===== src/rtl/therm_ramp_sequencer.sv =====
// Slew-limited level sequencer driving a registered thermometer word.
// Moves one step per (div_q+1) cycles toward an accepted target.
module therm_ramp_sequencer #(
    parameter int N     = 8,
    parameter int DIV_W = 8
) (
    input  logic               clk,
    input  logic               rst,
    input  logic               tgt_valid,
    output logic               tgt_ready,
    input  logic [N-1:0]       tgt_level,
    input  logic [DIV_W-1:0]   step_div,
    input  logic               abort,
    output logic [N-1:0]       level,
    output logic [(2**N)-1:0]  therm,
    output logic               busy,
    output logic               done
);

    localparam int unsigned W = 2**N;

    localparam logic [0:0] IDLE = 1'b0;
    localparam logic [0:0] RAMP = 1'b1;

    logic [0:0]       state, state_nxt;
    logic [N-1:0]     level_nxt;
    logic [N-1:0]     tgt_q, tgt_nxt;
    logic [DIV_W-1:0] div_q, div_nxt;
    logic [DIV_W-1:0] cnt, cnt_nxt;
    logic             done_nxt;
    logic [W-1:0]     therm_nxt;

    assign tgt_ready = (state == IDLE);

    always_comb begin
        state_nxt = state;
        level_nxt = level;
        cnt_nxt   = cnt;
        tgt_nxt   = tgt_q;
        div_nxt   = div_q;
        done_nxt  = 1'b0;
        case (state)
            IDLE: begin
                if (tgt_valid) begin
                    tgt_nxt = tgt_level;
                    div_nxt = step_div;
                    if (tgt_level == level) begin
                        done_nxt = 1'b1;
                    end else begin
                        state_nxt = RAMP;
                        cnt_nxt   = '0;
                    end
                end
            end
            RAMP: begin
                if (abort) begin
                    state_nxt = IDLE;
                end else if (cnt == div_q) begin
                    cnt_nxt = '0;
                    // RAMP is only entered with tgt_q != level, so neither bound can be crossed
                    level_nxt = (tgt_q > level) ? level + 1'b1 : level - 1'b1;
                    if (level_nxt == tgt_q) begin
                        state_nxt = IDLE;
                        done_nxt  = 1'b1;
                    end
                end else begin
                    cnt_nxt = cnt + 1'b1;
                end
            end
            default: state_nxt = IDLE;
        endcase
    end

    always_comb begin
        therm_nxt = '0;
        for (int unsigned i = 0; i < W; i++) begin
            therm_nxt[i] = (i <= 32'(level_nxt));
        end
    end

    always_ff @(posedge clk or posedge rst) begin
        if (rst) begin
            state <= IDLE;
            level <= '0;
            therm <= W'(1);
            busy  <= 1'b0;
            done  <= 1'b0;
            cnt   <= '0;
            tgt_q <= '0;
            div_q <= '0;
        end else begin
            state <= state_nxt;
            level <= level_nxt;
            therm <= therm_nxt;
            busy  <= (state_nxt == RAMP);
            done  <= done_nxt;
            cnt   <= cnt_nxt;
            tgt_q <= tgt_nxt;
            div_q <= div_nxt;
        end
    end

endmodule


===== config.mk =====
export PLATFORM = sky130hd
export DESIGN_NAME = therm_ramp_sequencer
export DESIGN_NICKNAME = d
export VERILOG_FILES = /design/src/rtl/therm_ramp_sequencer.sv
export SDC_FILE = /design/constraint.sdc
export NUM_CORES = 1
export LEC_CHECK = 0
export CAP_MARGIN = 0
export CORE_MARGIN = 3
export CORE_UTILIZATION = 35
export DETAILED_ROUTE_END_ITERATION = 12
export PLACE_DENSITY_LB_ADDON = 0.15
export RECOVER_POWER = 25
export SKIP_LAST_GASP = 1
export SLEW_MARGIN = 20
export SYNTH_ARGS = -nofsm -noshare
export SYNTH_HDL_FRONTEND = slang
export SYNTH_SLANG_ARGS = --single-unit

===== constraint.sdc =====
create_clock -name clk -period 15.1 [get_ports clk]
set_clock_uncertainty 0.15 [all_clocks]
set_input_delay 1.51 -clock clk [delete_from_list [all_inputs] [get_ports clk]]
set_output_delay 1.51 -clock clk [all_outputs]
set_load 0.02 [all_outputs]

==> results of run 1 <==
==> cells in the final DEF, fill, tap and decap left out, types with 12 or more instances in the layout <==
cell type	instances
a211oi_1	24
a21oi_1	85
a31oi_1	40
buf_4	18
clkbuf_16	31
clkdlybuf4s50_1	239
dfrtp_1	289
dlygate4sd3_1	46
ha_1	17
inv_1	27
mux2_2	16
nand2_1	75
nand3_1	31
nor2_1	58
nor3_1	12
o21ai_0	58
o21ai_1	15
o221ai_1	12
o22ai_1	28
xnor2_1	15
==> report_power, final <==
| part | internal, mW | total, mW | leakage, nW | switching [mW] |
|---|---|---|---|---|
| Clock | 0.467 | 0.793 | 0.511 | 0.327 |
| Sequential | 0.888 | 0.952 | 2.83 | 0.0639 |
| Combinational | 0.385 | 1.15 | 2.54 | 0.763 |
| Total | 1.74 | 2.89 | 5.88 | 1.15 |
==> metal layers <==
metal  wire [um]  vias up  GRT usage [%]
met4         959        0           4.81
met5           0        -              0
met2       22800      452           40.3
met1       19800     5130           33.4
met3        3640       60           5.04
li1            -     4514              -
==> area by class of cell <==
| class | count | area [um^2] | share of cell area, % |
|---|---|---|---|
| Clock buffer | 43 | 861 | 5.17 |
| Sequential cell | 289 | 7230 | 43.4 |
| Clock inverter | 13 | 189 | 1.13 |
| Inverter | 33 | 125 | 0.751 |
| Timing Repair Buffer | 306 | 3020 | 18.2 |
| Multi-Input combinational cell | 688 | 4650 | 27.9 |
| Tap cell | 455 | 569 | 3.42 |
==> per-stage QoR <==
stage	area, um^2	setup WS [ps]	power, mW	cells	util, %
floorplan	12300	5460	1.61	1088	-
global placement	15600	8940	2.11	1770	45.0
detailed placement	15600	8760	2.10	1770	45.0
CTS	16600	8730	2.90	1826	48.1
global route	16600	7010	3.03	1827	48.1
finish	16600	8110	2.89	1827	48.1
==> worst max-delay path, delay by kind of cell <==
family	cells	cell delay, ps
buffers and inverters	4	5760
==> sequential cells by signal, summed over array words and instances, names as in the netlist <==
name / cells
state: 1
tgt_q: 8
cnt: 8
level: 8
done: 1
div_q: 8
therm: 255
==> logic make-up (layout without fill, tap and decap cells) <==
logic type               after synthesis  after routing
other                                  1              1
AO/OA/AOI/OAI                        369            369
adder cells (fa/ha/maj)               18             18
buffers and inverters                111            395
flip-flops                           289            289
XOR/XNOR                              27             27
multiplexers                          27             27
AND/OR/NAND/NOR                      246            246
==> worst min-delay path by stage <==
stage / from / to / slack [ps]
final: div_q[3] / div_q[3] / 380
after global routing: div_q[7] / div_q[7] / 400
after CTS: div_q[7] / div_q[7] / 390
after detailed placement: div_q[7] / div_q[7] / 370
after global placement: div_q[7] / div_q[7] / 360
after floorplan: div_q[0] / div_q[0] / 350
==> results.md, run 1 <==
- The run finished, with violations left.
- The final reports fail on capacitance limit, slew limit.
- The die covers 37,600 um^2.
- The measured slew at the worst slew-check pin is 4610 ps.
- The minimum clock period after layout is 6990 ps.
- Summed over all failing endpoints, the final setup total negative slack is 0 ps.
- The synthesized area divided by synthesized cell count is 11.3 um^2.
- Ranked by total cell area, the synthesized netlist is headed by dfrtp_1 (59%), a21oi_1 (3.4%), o21ai_0 (2.4%).
- The cell count of the worst reg-to-reg path is 16.
- Of all flip-flops after synthesis, the portion carrying an async set or reset was 100%.
- During synthesis, Yosys emitted a total of 0 warnings.
- The critical path goes through dlygate4sd3_1 > clkinvlp_2 > clkbuf_1 > buf_16.
- The maximum number of pins on one net before global-route repair is 187.
- The via count of the first global-routing pass came to 10,100.
- For the worst setup path, the data arrival time is 7480 ps.
- The final hold violation count came to 0.
- The mapped netlist covers 12,300 um^2.
- The mux share of post-synthesis cell area is 2.51%.
- Using the TritonRoute via totals, the vias-per-cell ratio works out to 5.56.
- The layout overhead on the synthesized area is 34.9%.
- The worst max-slew margin expressed relative to the limit is -209%.
- The simple-gate area share of the yosys netlist is 10.1%.
- The horizontal extent of the die is 194 um.
- For the worst setup path, the data required time is 15,580 ps.
- The worst stage delay on the critical path is 2550 ps.
- In the synthesized netlist, the number of instances is 1,088.
- The dominant cell by count in the synthesized netlist is dfrtp_1.
- The startpoint type of the worst setup path is an input pin.
- The number of nets handed over by synthesis was 1,126.
- The tree built by TritonCTS fans out to 289 sinks.
- The number of violations of the max-capacitance limit is 2.
- Summed over all layers, the global routing overflow is 0.
- Once detail routing completed, the nets flagged for antenna violations numbered 0.
- The clock tree from TritonCTS is built.
- The worst register-to-register path begins at level[4].
- The number of instances resized during post-cts repair is 0.
- In this run the worst path has a maximum fanout of 138.
- Detailed placement ended at an HPWL of 32.6 mm.
- Yosys mapped a number of flops with a built-in enable equal to 0.
- For this run, design rule violations remaining after detail routing come to 0.
- The commonest cells after synthesis are dfrtp_1 (289), a21oi_1 (85), nand2_1 (75).
- Setup repair after global routing left no endpoint under its margin.
- The number of different library cells in the post-synthesis netlist is 94.
- Of the total synthesized cell area, the portion taken by XOR and XNOR cells is 1.98%.
- The register area share after synthesis is 58.6%.
- The portion of synthesized cell area occupied by the leading cell type is 58.6%.
- The initial core utilization is 35.7%.
- The classification of the worst setup path is in2async.
- The critical path ends at therm[202].
- Dividing total power by cell area gives a power density of 174 nW/um^2.
- For this design the static power due to leakage is 5.88 nW.
- Counting flops and latches in the post-synthesis netlist gives 289.
- Final hold analysis gives a worst-case slack of 384 ps.
- For this block, the via count after detailed routing is 10,200.
- Dividing the final minimum period by the clock period gives 46.3%.
- The final net count is 1,387.
- The compound-cell area share of the yosys netlist is 20.8%.
- The detailed router's first-iteration violation count is 1,107.
- The worst reg-to-reg setup slack is 8610 ps.
- Based on the critical path, the design can be clocked at up to 143 MHz.
- The total routing usage reported by global routing is 24.3%.
- The y dimension of the die is 194 um.
- The worst setup path is captured at an async pin.
- The number of pins exceeding their max-slew limit in the final report is 154.
- The routed design has 47.2 mm of wire.
- In this run, post-CTS hold repair placed 0 buffers.
- The worst-case IR drop observed on VDD is 0.000114 V.
- The routed wire length per instance is 25.8 um.
- The count of buffers from port buffering is 285.
- Buffers added to address setup during post-CTS repair amount to 0.
- Setup violations remaining at the end of the flow were counted as 0.
- The total clock buffers created by CTS is 31.
- CTS built an H-tree with a depth of 1.
- The first detailed-routing pass ran for 5 iterations.
- The worst register-to-register path ends at therm[69].
- Clock-pin slew was measured on the worst setup and hold paths at 60 ps.
- The tightest min-delay check is of the reg2reg type.
- The number of antenna violations at the first check in global routing is 0.
- The top cell type by total area after synthesis is dfrtp_1.
- The standard-cell row count is 68.
- The post-synthesis share of cell area spent on full adders, half adders and majority gates is 1.89%.
- The commonest register cell after synthesis is dfrtp_1.
- The placeable core region is 34,600 um^2.
- The largest individual stage delay along the critical path comes from the cell clkinvlp_2.
- The worst hold path depth is 1.
- The weighted congestion reported at the end of routability-driven placement is 0.901.
- The clock passes through at most 3 buffers.
- After synthesis, the largest family of logic cells by area is compound AO/OA/AOI/OAI gates.
- Counting the fill cells in the layout gives 3,198.
- The number of ports placed on the die boundary is 287.
- The first-pass GRT wire length is 70.2 mm.
- The startpoint of the most critical setup path is rst.
- In the final layout, the share of cells above drive strength 1 is 10.6%.
- The cell at the root of the clock tree is clkbuf_16.
- The insertion delay to the later sink of the worst-skew pair is 590 ps.
- 0 antenna diodes ended up in the layout.
(Power assumes the default switching activity.)
==> run 2, diff against run 1 <==
==> constraint.sdc (replaced) <==
create_clock -name clk -period 6 [get_ports clk]
set_clock_uncertainty 0.15 [all_clocks]
set_input_delay 0.6 -clock clk [delete_from_list [all_inputs] [get_ports clk]]
set_output_delay 0.6 -clock clk [all_outputs]
set_load 0.02 [all_outputs]
==> run 2 against run 1 <==
Compared with the run above: the flow still finishes with violations (capacitance limit, slew limit); first-iteration DRC count up 3.4%; global-route usage fell by 0.51 points; core utilization increased by 0.55 points; sequential cell count unchanged; power increased to 2.5 times the previous value; clock power increased by 150%; non-clock buffer count up 23; cell area increased by 1.1%; critical path depth grew 11; die area stayed put; critical endpoint is now therm[171]; highest routed layer unchanged.
==> results.md, run 2 (same netlist as run 1, synthesis figures left out) <==
- The flow ran to the end, but the final reports show violations.
- The final reports fail on capacitance limit, slew limit.
- The final net count is 1,410.
- After legalization and detailed placement, the total HPWL measured 33.0 mm.
- The number of antenna violations at the first check in global routing is 0.
- TritonCTS built the clock tree.
- The count of placed standard cells including taps is 1,794.
- The number of cells on the critical path is 15.
- The die is 194 um wide.
- The share of the clock period used by the worst path is 90.9%.
- Setup repair after global routing left no endpoint under its margin.
- The minimum clock period after layout is 5460 ps.
- In this design, the largest share of critical-path delay is due to compound AO/OA/AOI/OAI gates.
- The standard-cell row count is 68.
- The wire length after detailed routing is 46.0 mm.
- The maximum clock frequency is 183 MHz.
- Cells with a size suffix above 1 make up 12.3% of the layout.
- The startpoint identified for the worst register-to-register timing path is level[3].
- The top cell types in the final layout, fill and taps aside, are dfrtp_1 (289), clkdlybuf4s50_1 (284), a21oi_1 (85), nand2_1 (75).
- The data arrival time of the critical path is 5710 ps.
- TritonCTS created 31 clock buffers.
- For this design, the CTS-stage hold fixing added 0 buffers.
- For this run the aggregate overflow at the end of global routing stands at 0.
- In this run the remaining antenna-violating nets after routing total 0.
- The number of setup buffers added after CTS is 0.
- The worst stage delay on the critical path is 760 ps.
- The via count of the first global-routing pass is 10,300.
- The final hold violation count came to 0.
- The die covers 37,600 um^2.
- Entering global routing, the biggest net connects 154 pins.
- Tracing the worst setup path back leads to its startpoint at level[3].
- The largest individual stage delay along the critical path comes from the cell a211oi_4.
- The cell at the root of the clock tree is clkbuf_16.
- The terminus of the critical flop-to-flop path is therm[171].
- The flip-flop count of the largest register after layout is 255.
- The maximum count of clock buffers along a single path is 3.
- Across the VDD grid, the largest voltage drop is 0.000266 V.
- For this run, design rule violations remaining after detail routing come to 0.
- Global routing consumed, over all layers together, 23.8% of the routing resources.
- The measured slew at the worst slew-check pin is 3390 ps.
- After detailed placement, the total cell area comes to 15,800 um^2.
- After clock tree synthesis, the clock-pin slew on the worst setup and hold paths is 60 ps.
- Measured in cells, the most critical reg-to-reg path has a length of 15.
- The critical path goes through clkinv_1 > ha_1 > and2_1 > nand4_1 > o31a_1 > nand2_1 > ha_1 > nand3_1 > a211o_1 > nand2_1 > nand3_1 > a211oi_4 > buf_4 > o211a_1 > a21oi_1.
- The number of pins exceeding their max-slew limit in the final report is 266.
- The number of instances resized during post-cts repair is 0.
- The top register by number of flip-flops is therm.
- The weighted congestion reported at the end of routability-driven placement is 0.867.
- The number of setup violations in the final report is 0.
- The min-delay analysis places its worst path in the category reg2reg.
- Across all register-to-register paths, the minimum setup slack is 540 ps.
- The count of buffers from port buffering is 285.
- The finished cells cover 16,800 um^2.
- The library cell used most frequently in the layout, excluding fill and tap cells, is dfrtp_1.
- The y dimension of the die is 194 um.
- The total power per unit cell area is 434 nW/um^2.
- The worst setup path is launched from a flop.
- STA puts the critical path data required time at 6260 ps.
- CTS built an H-tree with a depth of 1.
- The largest driver fanout on the critical path is 17.
- Dividing the detail-routed wire length by the instance count gives 24.9 um.
- After the first detailed-routing iteration, the DRC count stood at 1,145.
- From synthesis to final layout, the design area changed by 36.4%.
- The insertion delay to the later sink of the worst-skew pair is 570 ps.
- The initial utilization of the core area, before any placement, comes to 35.7%.
- The nature of the critical path endpoint is a flop.
- The capture point of the worst path is therm[171].
- The classification of the worst setup path is reg2reg.
- The placeable core region is 34,600 um^2.
- The number of ports placed on the die boundary is 287.
- The tool flagged a number of max-cap violations equal to 3.
- The clock net in this run drives a total of 289 sinks.
- The total number of vias is 10,300.
- The number of buffers and inverters on the critical path is 2.
- Once layout is complete, the utilization of the core stands at 48.6%.
- The first global-routing pass estimated 68.8 mm of wire.
- The post-detailed-route via-to-cell ratio is 5.57.
- The number of antenna repair diodes is 0.
- The number of detailed-routing iterations run before antenna repair is 5.
- The post-layout instance count excluding filler cells is 1,852.
- The leakage power figure is 6.11 nW.
- The post-route setup TNS is 0 ps.
- The worst pin sits at a relative slew slack of -126%.
[run 2: worst min-delay path by stage]
stage	from	to	slack [ps]	cells past startpoint
finish	div_q[7]	div_q[7]	380	1
global route	div_q[3]	div_q[3]	390	1
CTS	rst	therm[102]	340	2
detailed placement	div_q[7]	div_q[7]	370	1
global placement	div_q[7]	div_q[7]	370	1
floorplan	div_q[0]	div_q[0]	350	1
[run 2: per-stage QoR]
step / hold WS (ps) / power (mW) / setup WS, ps
2_1_floorplan: 352 / 4.06 / 1420
3_3_place_gp: 365 / 5.34 / 759
3_5_place_dp: 372 / 5.30 / 701
4_1_cts: 340 / 7.33 / 669
5_1_grt: 395 / 7.65 / 257
6_report: 379 / 7.31 / 545
[run 2: layout make-up]
| class | instances | area [um^2] |
|---|---|---|
| Multi-Input combinational cell | 688 | 4640 |
| Timing Repair Buffer | 329 | 3180 |
| Fill cell | 3152 | 17800 |
| Clock buffer | 46 | 942 |
| Clock inverter | 12 | 144 |
| Inverter | 33 | 125 |
| Sequential cell | 289 | 7230 |
| Tap cell | 455 | 569 |
[run 2: routing by layer]
metal | global-route usage (%) | routed length [um]
met1 | 32.9 | 19600
met2 | 38.3 | 21600
met3 | 5.51 | 3710
met4 | 5.40 | 1180
met5 | 0 | 0
[run 2: power breakdown]
group | leakage (nW) | internal, mW | switching, mW | total, mW
registers | 2.83 | 2.24 | 0.133 | 2.37
logic | 2.74 | 1.02 | 1.94 | 2.96
clock network | 0.535 | 1.18 | 0.803 | 1.98
total | 6.11 | 4.43 | 2.88 | 7.31
